## config.mk

```make
export PLATFORM = sky130hd
export DESIGN_NAME = gf2m_binary_inverter
export DESIGN_NICKNAME = d
export VERILOG_FILES = /design/src/rtl/gf2m_binary_inverter.sv
export SDC_FILE = /design/constraint.sdc
export NUM_CORES = 1
export LEC_CHECK = 0
export CORE_MARGIN = 2
export CORE_UTILIZATION = 30
export CTS_BUF_LIST = sky130_fd_sc_hd__clkbuf_8
export CTS_CLUSTER_DIAMETER = 150
export CTS_CLUSTER_SIZE = 20
export DETAILED_ROUTE_END_ITERATION = 12
export DONT_BUFFER_PORTS = 1
export PLACE_DENSITY_LB_ADDON = 0.15
export SYNTH_ARGS = -nofsm -noshare
export SYNTH_HDL_FRONTEND = slang
export SYNTH_SLANG_ARGS = --single-unit
```

## constraint.sdc

```tcl
create_clock -name clk -period 6.9 [get_ports clk]
set_input_delay 1.725 -clock clk [delete_from_list [all_inputs] [get_ports clk]]
set_output_delay 1.725 -clock clk [all_outputs]
set_load 0.02 [all_outputs]
```

## src/rtl/gf2m_binary_inverter.sv

```systemverilog
// GF(2^M) multiplicative inverter (polynomial basis, binary extended Euclid).
// Optional macro GF_INV_CYCLES_EN adds a 'cycles' output with the RUN-cycle count.
module gf2m_binary_inverter #(
  parameter int         M    = 8,
  parameter logic [M:0] POLY = 9'h11B,
  localparam int        CW   = $clog2(4*M+4)
) (
  input  logic          clk,
  input  logic          rst_n,
  input  logic          start,
  input  logic [M-1:0]  a,
  output logic          busy,
  output logic          done,
  output logic          err,
`ifdef GF_INV_CYCLES_EN
  output logic [CW-1:0] cycles,
`endif
  output logic [M-1:0]  inv
);

  typedef enum logic [1:0] {S_IDLE, S_RUN, S_FIN} state_e;

  localparam logic [M:0]   ONE_W = {{M{1'b0}}, 1'b1};
  localparam logic [M-1:0] ONE_G = {{(M-1){1'b0}}, 1'b1};

  state_e       state_q, state_d;
  logic [M:0]   u_q, u_d, v_q, v_d;
  logic [M-1:0] g1_q, g1_d, g2_q, g2_d;
  logic [M-1:0] inv_q, inv_d;
  logic         err_q, err_d;
`ifdef GF_INV_CYCLES_EN
  logic [CW-1:0] cnt_q, cnt_d, cycles_q, cycles_d;
`endif

  // Divide a g-register by x modulo POLY: add POLY first when g is odd so the
  // shift is exact; the dropped LSB is always zero.
  function automatic logic [M-1:0] div_x(input logic [M-1:0] g);
    logic [M:0] t;
    t = g[0] ? ({1'b0, g} ^ POLY) : {1'b0, g};
    return t[M:1];
  endfunction

  always_comb begin
    // NOTE: every variable gets a default first so no path leaves it unassigned (no latches).
    state_d = state_q;
    u_d     = u_q;
    v_d     = v_q;
    g1_d    = g1_q;
    g2_d    = g2_q;
    inv_d   = inv_q;
    err_d   = err_q;
`ifdef GF_INV_CYCLES_EN
    cnt_d    = cnt_q;
    cycles_d = cycles_q;
`endif

    case (state_q)
      S_IDLE: begin
        if (start) begin
          if (a == '0) begin
            err_d   = 1'b1;
            inv_d   = '0;
            state_d = S_FIN;
`ifdef GF_INV_CYCLES_EN
            cycles_d = '0;
`endif
          end else begin
            u_d     = {1'b0, a};
            v_d     = POLY;
            g1_d    = ONE_G;
            g2_d    = '0;
            err_d   = 1'b0;
            state_d = S_RUN;
`ifdef GF_INV_CYCLES_EN
            cnt_d = '0;
`endif
          end
        end
      end

      S_RUN: begin
`ifdef GF_INV_CYCLES_EN
        cnt_d = cnt_q + CW'(1);
`endif
        if (u_q == ONE_W) begin
          inv_d   = g1_q;
          state_d = S_FIN;
`ifdef GF_INV_CYCLES_EN
          cycles_d = cnt_q + CW'(1);
`endif
        end else if (v_q == ONE_W) begin
          inv_d   = g2_q;
          state_d = S_FIN;
`ifdef GF_INV_CYCLES_EN
          cycles_d = cnt_q + CW'(1);
`endif
        end else if (!u_q[0]) begin
          u_d  = u_q >> 1;
          g1_d = div_x(g1_q);
        end else if (!v_q[0]) begin
          v_d  = v_q >> 1;
          g2_d = div_x(g2_q);
        end else if (u_q > v_q) begin
          u_d  = u_q ^ v_q;
          g1_d = g1_q ^ g2_q;
        end else begin
          v_d  = v_q ^ u_q;
          g2_d = g2_q ^ g1_q;
        end
      end

      S_FIN:   state_d = S_IDLE;
      default: state_d = S_IDLE;
    endcase
  end

  // NOTE: sequential state uses non-blocking assignments only, so all registers update together.
  always_ff @(posedge clk or negedge rst_n) begin
    if (!rst_n) begin
      state_q <= S_IDLE;
      u_q     <= '0;
      v_q     <= '0;
      g1_q    <= '0;
      g2_q    <= '0;
      inv_q   <= '0;
      err_q   <= 1'b0;
`ifdef GF_INV_CYCLES_EN
      cnt_q    <= '0;
      cycles_q <= '0;
`endif
    end else begin
      state_q <= state_d;
      u_q     <= u_d;
      v_q     <= v_d;
      g1_q    <= g1_d;
      g2_q    <= g2_d;
      inv_q   <= inv_d;
      err_q   <= err_d;
`ifdef GF_INV_CYCLES_EN
      cnt_q    <= cnt_d;
      cycles_q <= cycles_d;
`endif
    end
  end

  // Handshake outputs depend on state only, so an X on 'a' cannot reach them.
  assign busy = (state_q != S_IDLE);
  assign done = (state_q == S_FIN);
  assign err  = err_q;
  assign inv  = inv_q;
`ifdef GF_INV_CYCLES_EN
  assign cycles = cycles_q;
`endif

endmodule

```

Yosys cells after proc, flatten, opt, wreduce, memory -nomap -nowiden
Cells that the tools add are included.

word-level totals
  input bits = 11
  register bits = 45
  memories = 0
  logic and storage cells = 84
  output and inout bits = 11
  latch bits = 0
  memory bits (read-only) = 0
  memory bits (writable) = 0

cells by class
  equality and inequality tests = 14
  bitwise logic cells = 4
  multiplexer cells = 45
  $mul = 0
  div/mod/pow operators = 0
  reduce and logical (&&, ||, !) cells = 11
  shifts and indexed selects = 0
  $lt $le $gt $ge = 1
  add/sub/neg operators = 0

operators with widths
  cell                count
  $mux 8              18
  $mux 9              16
  $pmux 8 s2          3
  $pmux 9 s2          2
  $eq 9x1->1 const B  2
  $reduce_and 7->1    2
  $ne 2x2->1 const B  6
  $ne 3x3->1 const B  4
  $not 4->5           2
  $gt 9x9->1          1
  $xor 9x9->9         1
  $logic_not 8->1     1
  $mux 2              4
  $xor 8x8->8         1
  $reduce_and 6->1    1
  $reduce_and 5->1    1
  $pmux 2 s2          1
  $reduce_and 2->1    2
  $reduce_and 4->1    1
  $reduce_bool 2->1   2
  $eq 2x1->1 const B  1
  $eq 2x2->1 const B  1
  $logic_not 2->1     1
  $mux 1              1

Longest topological paths before layout
Gate-level depths: netlist of run 1.

  depth in word-level cells = 7
  depth in mapped cells = 10
  gate-level depth less buffers = 8

Least setup slack after synthesis of run 1
Ideal clock, no wire load.

  path kind = input to register
  start = input port a[4]
  end = register inv_q[6], in the netlist inv[6]
  required time = 6.805 ns
  setup time = 0.095 ns
  stages on the path = 5
  arrival time = 3.074 ns
  slack = 3.731 ns
  path buffers = 1
  cells stage by stage = or4_1 > nor4_1 > o21bai_1 > buf_2 > o31ai_1

on the way
  word-level cells in the longest chain between the ends = 3

ends and longest elaborated chain
  what                        RTL line  RTL
  start, declared             11        input logic [M-1:0] a,
  $logic_not 8->1             60        if (a == '0) begin
  $ne 2x2->1 (no line)        -
  $reduce_and 4->1 (no line)  -
  end signal, assigned        137       inv_q <= inv_d;
  end, declared               29        logic [M-1:0] inv_q, inv_d;

Every way passes these cells.
A chain may end at the register's enable or synchronous reset.

Worst setup path in the final report of run 1
  start = register u_q[0]
  end = register g1_q[5]

on the way
  word-level cells in the longest chain between the ends = 4
  elaborated cells on any way between the ends = 10
  classes of those cells = order compare (1); eq/ne (4); mux (4); reduce/logical (1)

ends and longest elaborated chain
  what                                                                RTL line  RTL
  start, declared                                                     27        logic [M:0] u_q, u_d, v_q, v_d;
  start signal, assigned                                              133       u_q <= u_d;
  parallel branches: the longest is 4 deep, another holds $gt 9x9->1  -
  end signal, assigned                                                135       g1_q <= g1_d;
  end, declared                                                       28        logic [M-1:0] g1_q, g1_d, g2_q, g2_d;

Several ways; the timed one is not identified. The select of a mux whose other input is x is not followed.

==> impl_metrics.toml, run 1 <==
[power_and_ir_drop]
switching_share_pct = 48.34
p_leak_nw = 1.317
clkPwrFrac_pct = 13.1
p_sw_w = 0.0009119
powerDensity_nw_per_um2 = 604.0
power_frac_seq_pct = 30.0
internal_power_w = 0.0009745
ir_drop_mv = 0.2370
p_comb_share_pct = 57.0

[global_route]
grt_pass1_wl_um = 13320
grt_pass1_vias = 2393
grt_max_degree = 46
global_route.overflow_total = 0
antenna_found_initial = 0
track_usage_pct = 16.30

[timing]
tightestPinTransition_ps = 916.2
final.period_utilization_pct = 49.03
post-route-min-period_ps = 3383
setup_violations = 0
clock_skew_ps = 6.178
fmax_ghz = 0.2956
max-slew-margin-rel_pct = 38.75
final_hold_viol_count = 0
rsz0062_at_grt = "no"
setup_tns_ps = 0
drv_slew = 0

[final_layout]
area.growth.synth_to_final_pct = 7.494
final_nets = 327
num_antenna_cells = 0
drive_gt1_share_pct = 8.469
layout.cells.non_filler = 436

[yosys]
seq_area_frac_synth_pct = 38.76
yosys-top-cells-count = "45 x dfrtp_1, 30 x nand2_1, 23 x nor2_1"
synth-edff-count = 0
synth_seq_cells = 45
yosys-top-cells-area = "dfrtp_1 39%, ha_1 4.3%, nand2_1 3.9%"
syn_area_um2 = 2905
syn_area_per_cell_um2 = 9.136
synth_top_area_share_pct = 38.76
netlist_instances = 318
syn-num-nets = 339
async_flop_share_pct = 100.0
yosys.cell_count.top_type = "dfrtp_1"
yosys_warnings = 0
ys.flop_type = "dfrtp_1"
synth_cell_types = 56
yosysTopAreaCell = "dfrtp_1"

[detailed_routing]
wl_per_cell_um = 18.22
routed_via_density = 5.596
drt_iter0_markers = 277
ant_nets = 0
vias = 2440
drc_errors = 0
dr.pass1.iters = 4
routed_wl_um = 7945

[floorplanning]
die_w_um = 102.4
rows = 35
die_h_um = 102.4
start_util_pct = 31.15
die_area_um2 = 10490
io_pins = 22
core_area_um2 = 9328

[clocking]
cts_buffer_depth = 2
insertion_delay_ps = 310
cts_tree = "done"
cts_buffers = 5
hold_buffers = 0
cts-root-buf = "clkbuf_8"
cts_sinks = 45
cts_setup_buffers = 0
path_clk_slew_ps = 90
cts_resized = 0
htree_levels = 2

[placed_design]
globalplace.congestion = 0.7819
dp_hpwl_um = 5387
port_buffers = 0
dp_cells = 428

[flow_run]
cap_violations = 0

[worst_setup_path]
crit_type = "flop to flop"
end_kind = "flop"
path_max_fanout = 28
crit_arrival_ps = 3580
cp-start-kind = "flop"
worst_ep_required_time_ps = 7100

[status]
outcome = "complete, no violations"

[min_path]
hold_path.class = "flop to flop"
==> power groups by stage <==
stage               sequential (W)  clock (W)  combinational (W)
finish                    0.000565   0.000246            0.00107
global route              0.000589   0.000260            0.00120
CTS                       0.000566   0.000251            0.00107
detailed placement        0.000571          0            0.00107
global placement          0.000573          0            0.00107
floorplan                 0.000496          0           0.000921
==> final cells by class <==
| class | instances | area [µm²] |
|---|---|---|
| fill | 967 | 6205 |
| multi-input combinational | 232 | 1604 |
| sequential | 45 | 1126 |
| tap | 129 | 161.4 |
| clock buffer | 5 | 68.82 |
| inverter | 18 | 67.56 |
| clock inverter | 3 | 65.06 |
| timing repair buffer | 4 | 30.03 |
==> worst max-delay path, stage by stage, from the launching register on <==
cell	delay (ps)
dfrtp_1	680
inv_1	450
ha_1	330
nand3b_1	160
a211oi_2	290
o21ai_4	160
a22oi_4	670
o21ai_0	200
a221o_1	320
==> metal layers <==
metal | global-route usage [%] | wire length, µm | share of wire, %
met5 | 0 | 0 | 0
met4 | 4.821 | 99 | 1.2
met3 | 1.984 | 376 | 4.7
met2 | 23.48 | 3374 | 42
met1 | 25.32 | 4094 | 52
==> worst paths after layout <==
kind                          from  endpoint  slack (ps)  cells past startpoint
min reg2reg                g1_q[7]   g1_q[7]         550                      1
max reg2reg                 u_q[0]   g1_q[5]        3520                      8
min in group asynchronous    rst_n    inv[0]        1090                      0
max                         u_q[0]   g1_q[5]        3520                      8
max in group asynchronous    rst_n    u_q[5]        5700                      0
min                        g1_q[7]   g1_q[7]         550                      1
==> cell usage in the layout, fill, tap and decap left out, drive strengths merged, types with 3 or more instances in the layout <==
cell type / n
o31ai: 10
o221ai: 11
xnor2: 4
buf: 4
o2111ai: 4
ha: 10
o21ai: 22
nand3: 12
o21a: 9
a21oi: 16
mux2i: 10
nor2: 24
nor4: 6
dfrtp: 45
a32o: 4
or4: 3
mux2: 3
nand4: 6
a211o: 3
inv: 18
nand2: 30
clkbuf: 5
nor3: 6
or3: 3
o22ai: 4
==> kinds of logic after synthesis <==
kind of cell	Yosys count	synth area share, %
and+or+nand+nor	102	17.61
AOI/OAI and AO/OA	103	27.39
muxes	13	4.608
DFF	45	38.76
adders and majority gates	10	4.307
xor gates and xnor gates	4	1.206
buffers and inverters	41	6.115
==> flip-flops by register name, summed over array words and instances (netlist names) <==
| signal | flops |
|---|---|
| state_q | 2 |
| u_q | 9 |
| v_q | 9 |
| inv | 8 |
| err | 1 |
| g1_q | 8 |
| g2_q | 8 |
==> stage by stage <==
| stage | utilization (%) | hold slack [ps] | setup WS (ps) | area (µm²) | total power [W] |
|---|---|---|---|---|---|
| 2_1_floorplan | - | 501.0 | 3731 | 2905 | 0.001418 |
| 3_3_place_gp | 32.05 | 526.0 | 3318 | 2989 | 0.001641 |
| 3_5_place_dp | 32.05 | 532.3 | 3251 | 2989 | 0.001641 |
| 4_1_cts | 33.48 | 554.7 | 3517 | 3123 | 0.001890 |
| 5_1_grt | 33.48 | 585.6 | 3271 | 3123 | 0.002053 |
| 6_report | 33.48 | 553.3 | 3517 | 3123 | 0.001886 |
Power figures use the tool's default switching activity.
==> inputs of run 2 (changes only) <==
Clock period 6.9 ns to 2.9 ns, I/O delays scaled along.
==> impl_metrics.toml, run 2 (synthesis results as in run 1) <==
[floorplanning]
rows = 35
start_util_pct = 31.15
die_h_um = 102.4
io_pins = 22
core_area_um2 = 9328
die_w_um = 102.4
die_area_um2 = 10490

[timing]
setup_tns_ps = 0
post-route-min-period_ps = 2653
rsz0062_at_grt = "no"
setup_violations = 0
whs_ps = 98.07
drv_slew = 0
final.period_utilization_pct = 91.47
clock_skew_ps = 14.09
final_hold_viol_count = 0
tightestPinTransition_ps = 559.1
max-slew-margin-rel_pct = 62.70
fmax_ghz = 0.3770

[clocking]
cts_buffer_depth = 2
cts_buffers = 5
cts_sinks = 45
cts_tree = "done"
path_clk_slew_ps = 100
cts_resized = 0
insertion_delay_ps = 310
htree_levels = 2
cts-root-buf = "clkbuf_8"
cts_setup_buffers = 0
hold_buffers = 0

[final_layout]
area.growth.synth_to_final_pct = 8.699
final_cell_mix = "45 x dfrtp_1, 30 x nand2_1, 23 x nor2_1"
reg_top3 = "u_q (9), v_q (9)"
final_nets = 336
layout.cells.non_filler = 445
drive_gt1_share_pct = 11.08
mostFrequentLayoutCell = "dfrtp_1"
num_antenna_cells = 0

[power_and_ir_drop]
ir_drop_mv = 0.4254
total_power_w = 0.004442
p_leak_nw = 1.346
powerDensity_nw_per_um2 = 1406

[worst_setup_path]
end_kind = "flop"
crit_arrival_ps = 2850
path_max_fanout = 15
worst_ep_required_time_ps = 3100
reg2reg_from = "u_q[5]"
ff2ff_path_depth = 7
worstReg2RegEnd = "u_q[8]"
rrSetupSlack_ps = 250
cp-start-kind = "flop"
crit_type = "flop to flop"

[global_route]
grt_pass1_vias = 2381
track_usage_pct = 16.43
gr-usage-met3_pct = 2.189
global_route.overflow_total = 0
grt_max_degree = 46
antenna_found_initial = 0
grt_util_met1_pct = 25.14
use_met2_pct = 24.09
grt_pass1_wl_um = 13210
top_usage_layer = "met1"

[min_path]
hold_path.class = "input pin to asynchronous set/reset pin"

[detailed_routing]
vias = 2456
ant_nets = 0
dr.pass1.iters = 7
drc_errors = 0
drt_iter0_markers = 152
wl_per_cell_um = 18.06
routed_wl_um = 8038
routed_via_density = 5.519

[status]
outcome = "complete, no violations"

[placed_design]
globalplace.congestion = 0.8071
port_buffers = 0
dp_cells = 437
dp_hpwl_um = 5593

[flow_run]
cap_violations = 0
[run 2: changes by cell type in the layout (fill, tap and decap cells not counted)]
| cell | before | now |
|---|---|---|
| buf_4 | 4 | 13 |
| clkbuf_8 | 5 | 7 |
| bufinv_16 | 2 | 0 |
[run 2: cell type report]
class | instances | area, µm²
clock buffer | 7 | 96.34
clock inverter | 1 | 5.005
fill | 974 | 6170
inverter | 18 | 67.56
multi-input combinational | 232 | 1604
sequential | 45 | 1126
tap | 129 | 161.4
timing repair buffer | 13 | 97.59
[run 2: how the worst max path moves through the flow]
stage	start	to	slack, ps	depth (start not counted)
floorplan	u_q[0]	u_q[1]	620	10
finish	u_q[5]	u_q[8]	250	7
CTS	u_q[5]	u_q[8]	250	7
detailed placement	v_q[8]	u_q[8]	260	8
global route	u_q[8]	u_q[8]	90	7
global placement	a[4]	g1_q[5]	320	6
[run 2: critical path, stage by stage (launching register included)]
cell and delay [ps]:
dfrtp_1 440, ha_1 360, nand4_1 190, a211oi_2 330, o21ai_4 160, a22oi_4 400
buf_4 300, mux2_2 360
[run 2: metrics by stage]
step | area, µm² | setup WS [ps] | util, %
after floorplan | 2905 | 620.3 | -
after CTS | 3158 | 248.6 | 33.86
after global routing | 3158 | 86.99 | 33.86
after detailed placement | 3057 | 264.8 | 32.77
final | 3158 | 247.4 | 33.86
after global placement | 3057 | 319.2 | 32.77
[run 2: report_power, final]
part / internal [W] / switching (W) / total [W] / leakage [nW]
Clock: 0.000216 / 0.000233 / 0.000449 / 0.0542
Sequential: 0.000927 / 0.000397 / 0.00132 / 0.557
Combinational: 0.00112 / 0.00155 / 0.00267 / 0.734
Total: 0.00227 / 0.00218 / 0.00444 / 1.35
[run 2: metal layers]
| metal | vias to the layer above | routed length [µm] |
|---|---|---|
| met5 | - | 0 |
| met4 | 0 | 107 |
| met3 | 9 | 304 |
| met2 | 48 | 3475 |
| met1 | 1213 | 4151 |
| li1 | 1186 | - |
==> inputs of run 3 (changes only) <==
Clock period 2.9 ns to 3 ns, I/O delays scaled along.
==> impl_metrics.toml, run 3 (synthesis results as in run 1) <==
[clocking]
hold_buffers = 0
cts_buffer_depth = 2
insertion_delay_ps = 300
cts_sinks = 45
cts_setup_buffers = 0
htree_levels = 2
cts_tree = "done"
cts-root-buf = "clkbuf_8"
cts_resized = 0
path_clk_slew_ps = 100
cts_buffers = 5

[placed_design]
dp_hpwl_um = 5473
place_area_um2 = 3057
port_buffers = 0
globalplace.congestion = 0.8644

[detailed_routing]
dr_wl_met2_um = 3504
vias = 2429
dr.pass1.iters = 4
drt_iter0_markers = 139
routed_wl_um = 7839
met3_length_um = 294
drc_errors = 0
ant_nets = 0
routed_via_density = 5.458
drt-met1-wl_um = 3983
routed.top_layer = "met4"
wl_per_cell_um = 17.62

[timing]
drv_slew = 0
setup_violations = 0
rsz0062_at_grt = "no"
whs_ps = 124.7
tightestPinTransition_ps = 612.7
setup_tns_ps = 0
final.period_utilization_pct = 88.70
max-slew-margin-rel_pct = 59.15
fmax_ghz = 0.3758
post-route-min-period_ps = 2661
clock_skew_ps = 13.09
final_hold_viol_count = 0

[final_layout]
fin_area_um2 = 3143
num_antenna_cells = 0
final_util_pct = 33.70
final_nets = 336
mostFrequentLayoutCell = "dfrtp_1"
area.growth.synth_to_final_pct = 8.182
drive_gt1_share_pct = 11.08
final_cell_mix = "45 x dfrtp_1, 30 x nand2_1, 23 x nor2_1"
reg_top3 = "u_q (9), v_q (9)"

[power_and_ir_drop]
powerDensity_nw_per_um2 = 1341
ir_drop_mv = 0.4046
p_leak_nw = 1.335
total_power_w = 0.004216

[floorplanning]
die_h_um = 102.4
start_util_pct = 31.15
io_pins = 22
die_w_um = 102.4
rows = 35
die_area_um2 = 10490
core_area_um2 = 9328

[worst_setup_path]
startpoint = "v_q[8]"
cp-start-kind = "flop"
worst_ep_required_time_ps = 3190
crit_arrival_ps = 2850
end_kind = "flop"
ff2ff_path_depth = 8
path_cells = "inv_1 > ha_1 > nand4_1 > a211oi_2 > o21ai_4 > a22oi_4 > buf_4 > mux2_2"
max_stage_delay_ps = 410
crit_type = "flop to flop"
reg2reg_from = "v_q[8]"
slowest_stage = "dfrtp_1"
rrSetupSlack_ps = 340
path_max_fanout = 15
worstReg2RegEnd = "u_q[8]"

[global_route]
grt_pass1_vias = 2369
track_usage_pct = 16.10
global_route.overflow_total = 0
antenna_found_initial = 0
grt_pass1_wl_um = 13100
grt_max_degree = 46

[flow_run]
cap_violations = 0

[status]
outcome = "complete, no violations"

[min_path]
hold_path.class = "input pin to asynchronous set/reset pin"
==> run 3: changes by cell type in the layout (fill, tap and decap cells not counted) <==
| cell | before | now |
|---|---|---|
| clkinv_2 | 1 | 2 |
| clkbuf_8 | 7 | 5 |
| clkinvlp_4 | 0 | 1 |
==> run 3: metal layers <==
layer | global-route usage [%] | vias to the layer above
met4 | 2.769 | 0
met3 | 2.052 | 4
met1 | 23.75 | 1176
li1 | - | 1190
met2 | 25.61 | 59
met5 | 0 | -
==> run 3: cell type report <==
cell class / instances / area [µm²]
Timing Repair Buffer: 13 / 97.59
Inverter: 18 / 67.56
Clock inverter: 3 / 17.52
Sequential cell: 45 / 1126
Multi-Input combinational cell: 232 / 1604
Tap cell: 129 / 161.4
Clock buffer: 5 / 68.82
Fill cell: 966 / 6185
==> run 3: report_power, final <==
group,internal [W],switching [W]
clock,0.000162,0.000230
combinational,0.00108,0.00145
sequential,0.000895,0.000391
==> run 3: critical path, delay by kind of cell (launching register included) <==
| kind | cells | cell delay (ps) |
|---|---|---|
| flops | 1 | 410 |
| compound gates | 3 | 890 |
| mux | 1 | 350 |
| buf+inv | 2 | 360 |
| simple gates | 1 | 190 |
| fa+ha+maj | 1 | 350 |
==> run 3: through the flow <==
stage	cells	setup slack [ps]
floorplan	318	720.3
global placement	437	407.3
detailed placement	437	367.4
CTS	445	351.1
global route	445	173.6
finish	445	338.9
==> run 3: how the worst max path moves through the flow <==
stage	to	slack, ps	cells after the start
after floorplan	u_q[1]	720	10
after global placement	g1_q[5]	410	6
after detailed placement	u_q[8]	370	8
after CTS	u_q[8]	350	8
after global routing	u_q[8]	170	8
final	u_q[8]	340	8
